$ cat config.mk
export PLATFORM = sky130hd
export DESIGN_NAME = dest_sel_ring_flat
export DESIGN_NICKNAME = d
export VERILOG_FILES = /design/src/rtl/dest_sel_ring_pkg.sv /design/src/rtl/dest_sel_ring_if.sv /design/src/rtl/dest_sel_ring_onehot_dec.sv /design/src/rtl/dest_sel_ring.sv /design/src/flat_wrapper.sv
export SDC_FILE = /design/constraint.sdc
export NUM_CORES = 1
export LEC_CHECK = 0
export BUFFER_PORTS_ARGS = -buffer_cell sky130_fd_sc_hd__buf_2
export CORE_AREA = 2 2 39 41
export CTS_BUF_LIST = sky130_fd_sc_hd__clkbuf_8
export DETAILED_ROUTE_END_ITERATION = 6
export DIE_AREA = 0 0 41 43
export HOLD_SLACK_MARGIN = 0.1
export PLACE_DENSITY = 0.54
export RECOVER_POWER = 50
export SYNTH_ARGS = -nofsm -noshare
export SYNTH_HDL_FRONTEND = slang
export SYNTH_SLANG_ARGS = --single-unit
$ cat constraint.sdc
create_clock -name CLK -period 2.2 [get_ports CLK]
set_clock_uncertainty 0.05 [all_clocks]
set_input_delay 0.22 -clock CLK [delete_from_list [all_inputs] [get_ports CLK]]
set_output_delay 0.22 -clock CLK [all_outputs]
set_load 0.02 [all_outputs]
$ cat src/rtl/dest_sel_ring_pkg.sv
// Shared constants and encodings for the rotating destination-register selector.
package dest_sel_pkg;

    // Largest supported destination-register count
    localparam int unsigned DEST_SEL_MAX_N = 16;

    // Step direction encoding for the DIR strobe
    typedef enum logic {
        DIR_UP = 1'b0,
        DIR_DN = 1'b1
    } dir_e;

endpackage

$ cat src/rtl/dest_sel_ring_if.sv
// Decoder-side strobes and register-file-side select outputs of the selector.
interface dest_sel_ring_if #(
    parameter int unsigned N = 3
);
    localparam int unsigned IW = $clog2(N);

    logic          ADV;
    logic          DIR;
    logic          LD;
    logic [IW-1:0] IDX;
    logic [IW-1:0] LIM;
    logic          CLR;
    logic [N-1:0]  SEL;
    logic [IW-1:0] CUR;
    logic          WRAP;
    logic          ERR;

    // Instruction-decoder side: issues strobes, observes the pointer
    modport master (
        output ADV, DIR, LD, IDX, LIM, CLR,
        input  SEL, CUR, WRAP, ERR
    );

    // Selector side
    modport slave (
        input  ADV, DIR, LD, IDX, LIM, CLR,
        output SEL, CUR, WRAP, ERR
    );
endinterface

$ cat src/rtl/dest_sel_ring_onehot_dec.sv
// Binary index to one-hot decoder; also usable on the register-file write-enable path.
module onehot_dec
    import dest_sel_pkg::*;
#(
    parameter int unsigned N = 3
) (
    input  logic [$clog2(N)-1:0] idx_i,
    output logic [N-1:0]         sel_o
);
    localparam int unsigned IW = $clog2(N);

    if (N < 2 || N > DEST_SEL_MAX_N) begin : g_bad_n
        $error("onehot_dec: N out of supported range");
    end

    // Compare the index against every position; out-of-range indices give all-zero
    always_comb begin
        sel_o = '0;
        for (int unsigned i = 0; i < N; i++) begin
            sel_o[i] = (idx_i == IW'(i));
        end
    end
endmodule

$ cat src/rtl/dest_sel_ring.sv
// Rotating pointer over N destination registers with programmable wrap limit,
// up/down stepping, direct load, wrap pulse and sticky out-of-range-load error.
module dest_sel_ring
    import dest_sel_pkg::*;
#(
    parameter int unsigned N         = 3,
    parameter int unsigned RESET_IDX = 0
) (
    input  logic           CLK,
    input  logic           RST,
    dest_sel_ring_if.slave bus
);
    localparam int unsigned   IW      = $clog2(N);
    localparam logic [IW:0]   N_EXT   = (IW+1)'(N);
    localparam logic [IW-1:0] L_MAX   = IW'(N - 1);
    localparam logic [IW-1:0] PTR_RST = IW'(RESET_IDX);

    if (N < 2 || N > DEST_SEL_MAX_N) begin : g_bad_n
        $error("dest_sel_ring: N out of supported range");
    end
    if (RESET_IDX >= N) begin : g_bad_reset_idx
        $error("dest_sel_ring: RESET_IDX must be below N");
    end

    logic [IW-1:0] ptr_q, ptr_d;
    logic          wrap_q, wrap_d;
    logic          err_q, err_d;
    logic [IW-1:0] lim_eff;
    logic [N-1:0]  sel;

    // Effective wrap point: limits beyond the last register clamp to N-1
    always_comb begin
        if ({1'b0, bus.LIM} >= N_EXT) begin
            lim_eff = L_MAX;
        end else begin
            lim_eff = bus.LIM;
        end
    end

    // Next pointer / wrap / error: load beats advance beats hold; every write is
    // bounded by lim_eff so the pointer never leaves 0..N-1
    always_comb begin
        ptr_d  = ptr_q;
        wrap_d = 1'b0;
        err_d  = err_q & ~bus.CLR;
        if (bus.LD) begin
            if (bus.IDX <= lim_eff) begin
                ptr_d = bus.IDX;
            end else begin
                ptr_d = lim_eff;
                err_d = 1'b1;
            end
        end else if (bus.ADV) begin
            if (dir_e'(bus.DIR) == DIR_UP) begin
                // ptr above a lowered limit also wraps back to zero
                if (ptr_q >= lim_eff) begin
                    ptr_d  = '0;
                    wrap_d = 1'b1;
                end else begin
                    ptr_d = ptr_q + IW'(1);
                end
            end else begin
                if (ptr_q == '0) begin
                    ptr_d  = lim_eff;
                    wrap_d = 1'b1;
                end else if (ptr_q > lim_eff) begin
                    ptr_d = lim_eff;
                end else begin
                    ptr_d = ptr_q - IW'(1);
                end
            end
        end
    end

    // State registers with asynchronous reset
    always_ff @(posedge CLK or posedge RST) begin
        if (RST) begin
            ptr_q  <= PTR_RST;
            wrap_q <= 1'b0;
            err_q  <= 1'b0;
        end else begin
            ptr_q  <= ptr_d;
            wrap_q <= wrap_d;
            err_q  <= err_d;
        end
    end

    onehot_dec #(
        .N(N)
    ) u_dec (
        .idx_i(ptr_q),
        .sel_o(sel)
    );

    assign bus.SEL  = sel;
    assign bus.CUR  = ptr_q;
    assign bus.WRAP = wrap_q;
    assign bus.ERR  = err_q;
endmodule

$ cat src/flat_wrapper.sv
// flat-port wrapper written by rule: the top's interface ports become plain ports
module dest_sel_ring_flat import dest_sel_pkg::*;
#(
    parameter int unsigned N         = 3,
    parameter int unsigned RESET_IDX = 0
)
  (CLK, RST, bus_ADV, bus_DIR, bus_LD, bus_IDX, bus_LIM, bus_CLR, bus_SEL, bus_CUR, bus_WRAP, bus_ERR);
  dest_sel_ring_if #(.N(N)) bus_i ();
  input  logic CLK;
  input  logic RST;
  input wire logic [$bits(bus_i.ADV)-1:0] bus_ADV;
  input wire logic [$bits(bus_i.DIR)-1:0] bus_DIR;
  input wire logic [$bits(bus_i.LD)-1:0] bus_LD;
  input wire logic [$bits(bus_i.IDX)-1:0] bus_IDX;
  input wire logic [$bits(bus_i.LIM)-1:0] bus_LIM;
  input wire logic [$bits(bus_i.CLR)-1:0] bus_CLR;
  output wire logic [$bits(bus_i.SEL)-1:0] bus_SEL;
  output wire logic [$bits(bus_i.CUR)-1:0] bus_CUR;
  output wire logic [$bits(bus_i.WRAP)-1:0] bus_WRAP;
  output wire logic [$bits(bus_i.ERR)-1:0] bus_ERR;
  assign bus_i.ADV = bus_ADV;
  assign bus_i.DIR = bus_DIR;
  assign bus_i.LD = bus_LD;
  assign bus_i.IDX = bus_IDX;
  assign bus_i.LIM = bus_LIM;
  assign bus_i.CLR = bus_CLR;
  assign bus_SEL = bus_i.SEL;
  assign bus_CUR = bus_i.CUR;
  assign bus_WRAP = bus_i.WRAP;
  assign bus_ERR = bus_i.ERR;
  dest_sel_ring #(.N(N), .RESET_IDX(RESET_IDX)) u_core (.CLK(CLK), .RST(RST), .bus(bus_i));
endmodule
* Word-level counts from Yosys, hierarchy flattened *
Index checks and enable logic that the tools add are counted.

storage, ports and cells
  bits in registers = 4
  bits of input ports = 10
  word-level logic and storage cells = 30

operators by class
  add/subtract/negate cells = 2
  magnitude comparators = 4
  eq/ne operators = 2
  multiplexer cells = 15
  bitwise logic cells = 2
  reduce and logical (&&, ||, !) cells = 2

operator list
  operator             count
  $mux 2               8
  $mux 1               7
  $add 2x1->2 const B  1
  $eq 2x1->1 const B   1
  $eq 2x2->1 const B   1
  $ge 2x2->1           1
  $ge 2x2->1 const B   1
  $gt 2x2->1           1
  $le 2x2->1           1
  $logic_not 2->1      1
  $reduce_bool 2->1    1
  $sub 2x1->2 const B  1
  $and 1x1->1          1
  $not 1->1            1

* Depth between registers and ports, before layout *
  depth after elaboration = 8
  mapped depth = 6
  gate-level depth less buffers = 6

* Modules after synthesis *
Synthesis repeated with hierarchy kept, for this count alone.

second synthesis, totals
  cells, all modules = 53
  area, all modules = 425.4 µm²

by module, submodules not included
  module         times used  cells each  area an instance (µm²)  sequential area each (µm²)
  dest_sel_ring  1           50          406.6                   100.1
  onehot_dec     1           3           18.8                    0.0

* Least setup slack after synthesis *
No wires, ideal clock.

  path kind = register to register
  start = reg u_core.ptr_q[0], in the netlist u_core.bus.CUR[0]
  end = reg u_core.ptr_q[1], in the netlist u_core.bus.CUR[1]
  library setup time = 0.087 ns
  arrival time = 1.815 ns
  required time = 2.063 ns
  slack = 0.249 ns
  stages on the path, launching flop included = 7
  buffers on the path = 0
  clock period less this slack = 1.951 ns
  cells stage by stage = dfrtp_1 inv_1 ha_1 or2_0 o22a_1 a221o_1 a211oi_2

between the ends
  elaborated cells between the ends (all ways) = 11
  those cells by class = 2 x add/sub; 2 x order compare; 6 x mux; 1 x reduce/logical

RTL lines
  item                    RTL line             RTL
  from (decl)             dest_sel_ring.sv:25  logic [IW-1:0] ptr_q, ptr_d;
  from (signal assigned)  dest_sel_ring.sv:82  ptr_q <= ptr_d;
  $logic_not 2->1         -
  via bus_SEL[0]          flat_wrapper.sv:17   output wire logic [$bits(bus_i.SEL)-1:0] bus_SEL;
  $mux 2                  dest_sel_ring.sv:63  if (ptr_q == '0) begin
  $mux 2                  dest_sel_ring.sv:54  if (dir_e'(bus.DIR) == DIR_UP) begin
  $mux 2                  dest_sel_ring.sv:53  end else if (bus.ADV) begin
  $mux 2                  dest_sel_ring.sv:46  if (bus.LD) begin

The timed path passes the listed nets, and every way through them passes these cells. The select of a mux whose other input is x is not followed.
A chain may end at the register's enable or synchronous reset.

* Worst setup path in the final report *
  start = reg u_core.ptr_q[0], in the netlist u_core.bus.CUR[0]
  end = reg u_core.ptr_q[1], in the netlist u_core.bus.CUR[1]

between the ends
  word-level cells in the longest chain between the ends = 6
  elaborated cells between the ends (all ways) = 11
  those cells by class = 2 x add/sub; 2 x order compare; 6 x mux; 1 x reduce/logical

ends and longest elaborated chain
  item                                              RTL line                                  RTL
  $sub 2x1->2 / $gt 2x2->1 (equally long branches)  dest_sel_ring.sv:69, dest_sel_ring.sv:66
  $mux 2                                            dest_sel_ring.sv:66                       end else if (ptr_q > lim_eff) begin
  $mux 2                                            dest_sel_ring.sv:63
  $mux 2 (*)                                        dest_sel_ring.sv:54
  $mux 2 (*)                                        dest_sel_ring.sv:53
  $mux 2 (*)                                        dest_sel_ring.sv:46

Mark *: on every way between the ends. The rest lies on a longest branch, timed or not. The select of a mux whose other input is x is not followed.

==> out/qor.txt <==
Routed WL per cell: 10.6 um
post-CTS setup buffers: 0
routability congestion estimate: 0.727
ys flop type: dfrtp_1
Slew Limit Fails: 0
status: complete, no violations
area leader, netlist: dfrtp_1
post-DP HPWL: 775 um
Final Hold Violating Endpoints: 0
vias in the first global route: 366
critical path depth in cells: 6
# DRC: 0
largest net degree at the start of global routing: 7
Crit. End Element: flip-flop
Buf/Inv on CP: 1
Crit Path Class: flip-flop to flip-flop
vias: 426
post-synthesis async set-or-reset flop share: 100%
ANT nets after route: 0
number of port buffers: 16
RSZ-0062 raised after global routing: false
critical path startpoint: u_core.bus.CUR[0]
crit path cell chain: inv_1 > ha_1 > or2_0 > o22a_1 > a221o_1 > a211oi_2
antenna violations before repair: 0
die area: 1760 um2
Worst-path clk slew: 30 ps
register area share after synthesis: 23.3%
ranking of synthesized cells by area: dfrtp_1, ha_1, inv_1
worst-margin pin slew: 323 ps
I/O Pins: 17
Clock Path Buffers: 2
R2R setup slack: 380 ps
area growth from synthesis to layout: 34.4%
Mapped Cells: 51
post-synth top area share: 23.3%
worst hold path class: input pin to flip-flop
Total Routing Usage GR: 12.2%
Peak Freq: 549 MHz
PwrDens: 740 nW/um2
Reg2Reg Depth: 6
total negative slack: 0 ps
vias per std cell: 4.90
worst endpoint required time: 2280 ps
Clk Latency, worst-skew pair: 210 ps
fin crit period: 1820 ps
Setup WS post-layout: 380 ps
Post-Syn Nets: 68
flops & latches, synth: 4
unique cell type count in the Yosys netlist: 24
placed cell count: 83
worst rel slew slack: 78.4%
Root Driver: clkbuf_8
static leakage: 0.000315 uW
final hold slack: 132 ps
cell family with most CP delay: compound AO/OA/AOI/OAI gates
area of the mapped netlist: 429 um2
core box area: 1380 um2
FP Rows: 14
final setup fails: 0
number of diodes: 0
CP max-delay cell: dfrtp_1
clock sinks: 4
r2r startpoint: u_core.bus.CUR[0]
Syn. warnings: 0
TritonCTS Buffers: 3
EDFF count, synth: 0
CP max stage delay: 380 ps
WL final: 919 um
share of cells above drive strength 1: 25.4%
Worst setup SP type: flip-flop
Period Utilization, post-route: 82.7%
count of non-filler cells in the finished layout: 87
chip height: 43 um
arrival time worst endpoint: 1900 ps
die width: 41 um
Post-Place Worst Slack: 311 ps
Post-CTS Resized: 0
cts hold-fix bufs: 1
first-pass GRT wire length: 1420 um
CP max FO: 6
Initial Util: 31.0%
grt ovf: 0
Iter 0 DRT Violations: 9
RR Endpoint: u_core.bus.CUR[1]
worst setup path end: u_core.bus.CUR[1]
max cap viols: 0
# H-tree levels: 1
syn avg cell area: 8.41 um2
Nets: 90
TritonRoute pass-1 iters: 3
CTS tree: built
Peak VDD IR: 392 uV
## metal layers
layer | routed length [um] | GRT usage (%)
met1 | 450 | 14.9
met2 | 411 | 17.8
met3 | 57 | 7.85
met4 | 0 | 2.00
met5 | 0 | 0
## stage by stage
stage / instance area, um2 / utilization (%) / power (uW)
finish: 577 / 41.7 / 427
CTS: 581 / 42.0 / 437
global route: 577 / 41.7 / 464
global placement: 529 / 38.2 / 278
floorplan: 429 / - / 230
detailed placement: 529 / 38.2 / 278
## where the power goes
group | total, uW | internal, uW | switching [uW] | leakage, uW
registers | 94.4 | 84.5 | 9.82 | 0.0000491
clock network | 152 | 116 | 35.7 | 0.0000216
logic | 180 | 78.5 | 102 | 0.000244
total | 427 | 279 | 147 | 0.000315
## flip-flops by register name, indices dropped and copies added (netlist names)
signal	count
u_core.bus.CUR	2
u_core.bus.ERR	1
u_core.bus.WRAP	1
## worst min path at each step
| stage | end | startpoint | slack, ps | depth (start not counted) |
|---|---|---|---|---|
| after detailed placement | u_core.bus.WRAP | RST | 60 | 2 |
| final | u_core.bus.ERR | bus_CLR | 130 | 2 |
| after global routing | u_core.bus.ERR | bus_CLR | 150 | 2 |
| after CTS | u_core.bus.ERR | bus_CLR | 130 | 2 |
| after floorplan | u_core.bus.CUR[0] | RST | -60 | 1 |
| after global placement | u_core.bus.WRAP | RST | 60 | 2 |
## logic make-up after synthesis
group	after synthesis	share of synthesized area, %
flops	4	23.3
simple gates	14	18.4
fa+ha+maj	7	20.4
compound gates	17	30.0
buf+inv	9	7.87
## worst reg2reg max path: cells and delay by family (launching register included)
kind / cells / cell delay, ps
buffers and inverters: 1 / 110
DFF: 1 / 380
AOI/OAI and AO/OA: 3 / 700
adders and majority gates: 1 / 280
and+or+nand+nor: 1 / 220
## layout by cell type, fill, tap and decap left out, drive strengths merged
cell type     n
buf          13
inv           9
ha            7
clkbuf        6
nand2         4
dfrtp         4
o21ai         2
nand2b        2
a21oi         2
a31oi         2
nor2b         2
o211ai        2
o211a         2
and2b         2
a211oi        2
or2           1
o22a          1
a221o         1
nor3          1
o21a          1
and3          1
a221oi        1
o22ai         1
nor2          1
dlygate4sd3   1
## synthesized netlist by cell type (2+ instances only)
library cell and number:
o211a_1 2, ha_1 7, a31oi_1 2, dfrtp_1 4, inv_1 9, a21oi_1 2, nor2b_1 2, o21ai_0 2
o211ai_1 2, nand2_1 4, nand2b_1 2
## area by class of cell
class                      count  area, um2
fill                         141        807
multi-input combinational     38        295
sequential                     4        100
timing repair buffer          17       86.3
clock buffer                   3       41.3
inverter                       9       33.8
tap                           16       20.0
Note: power is estimated with default switching activity, not from simulation.
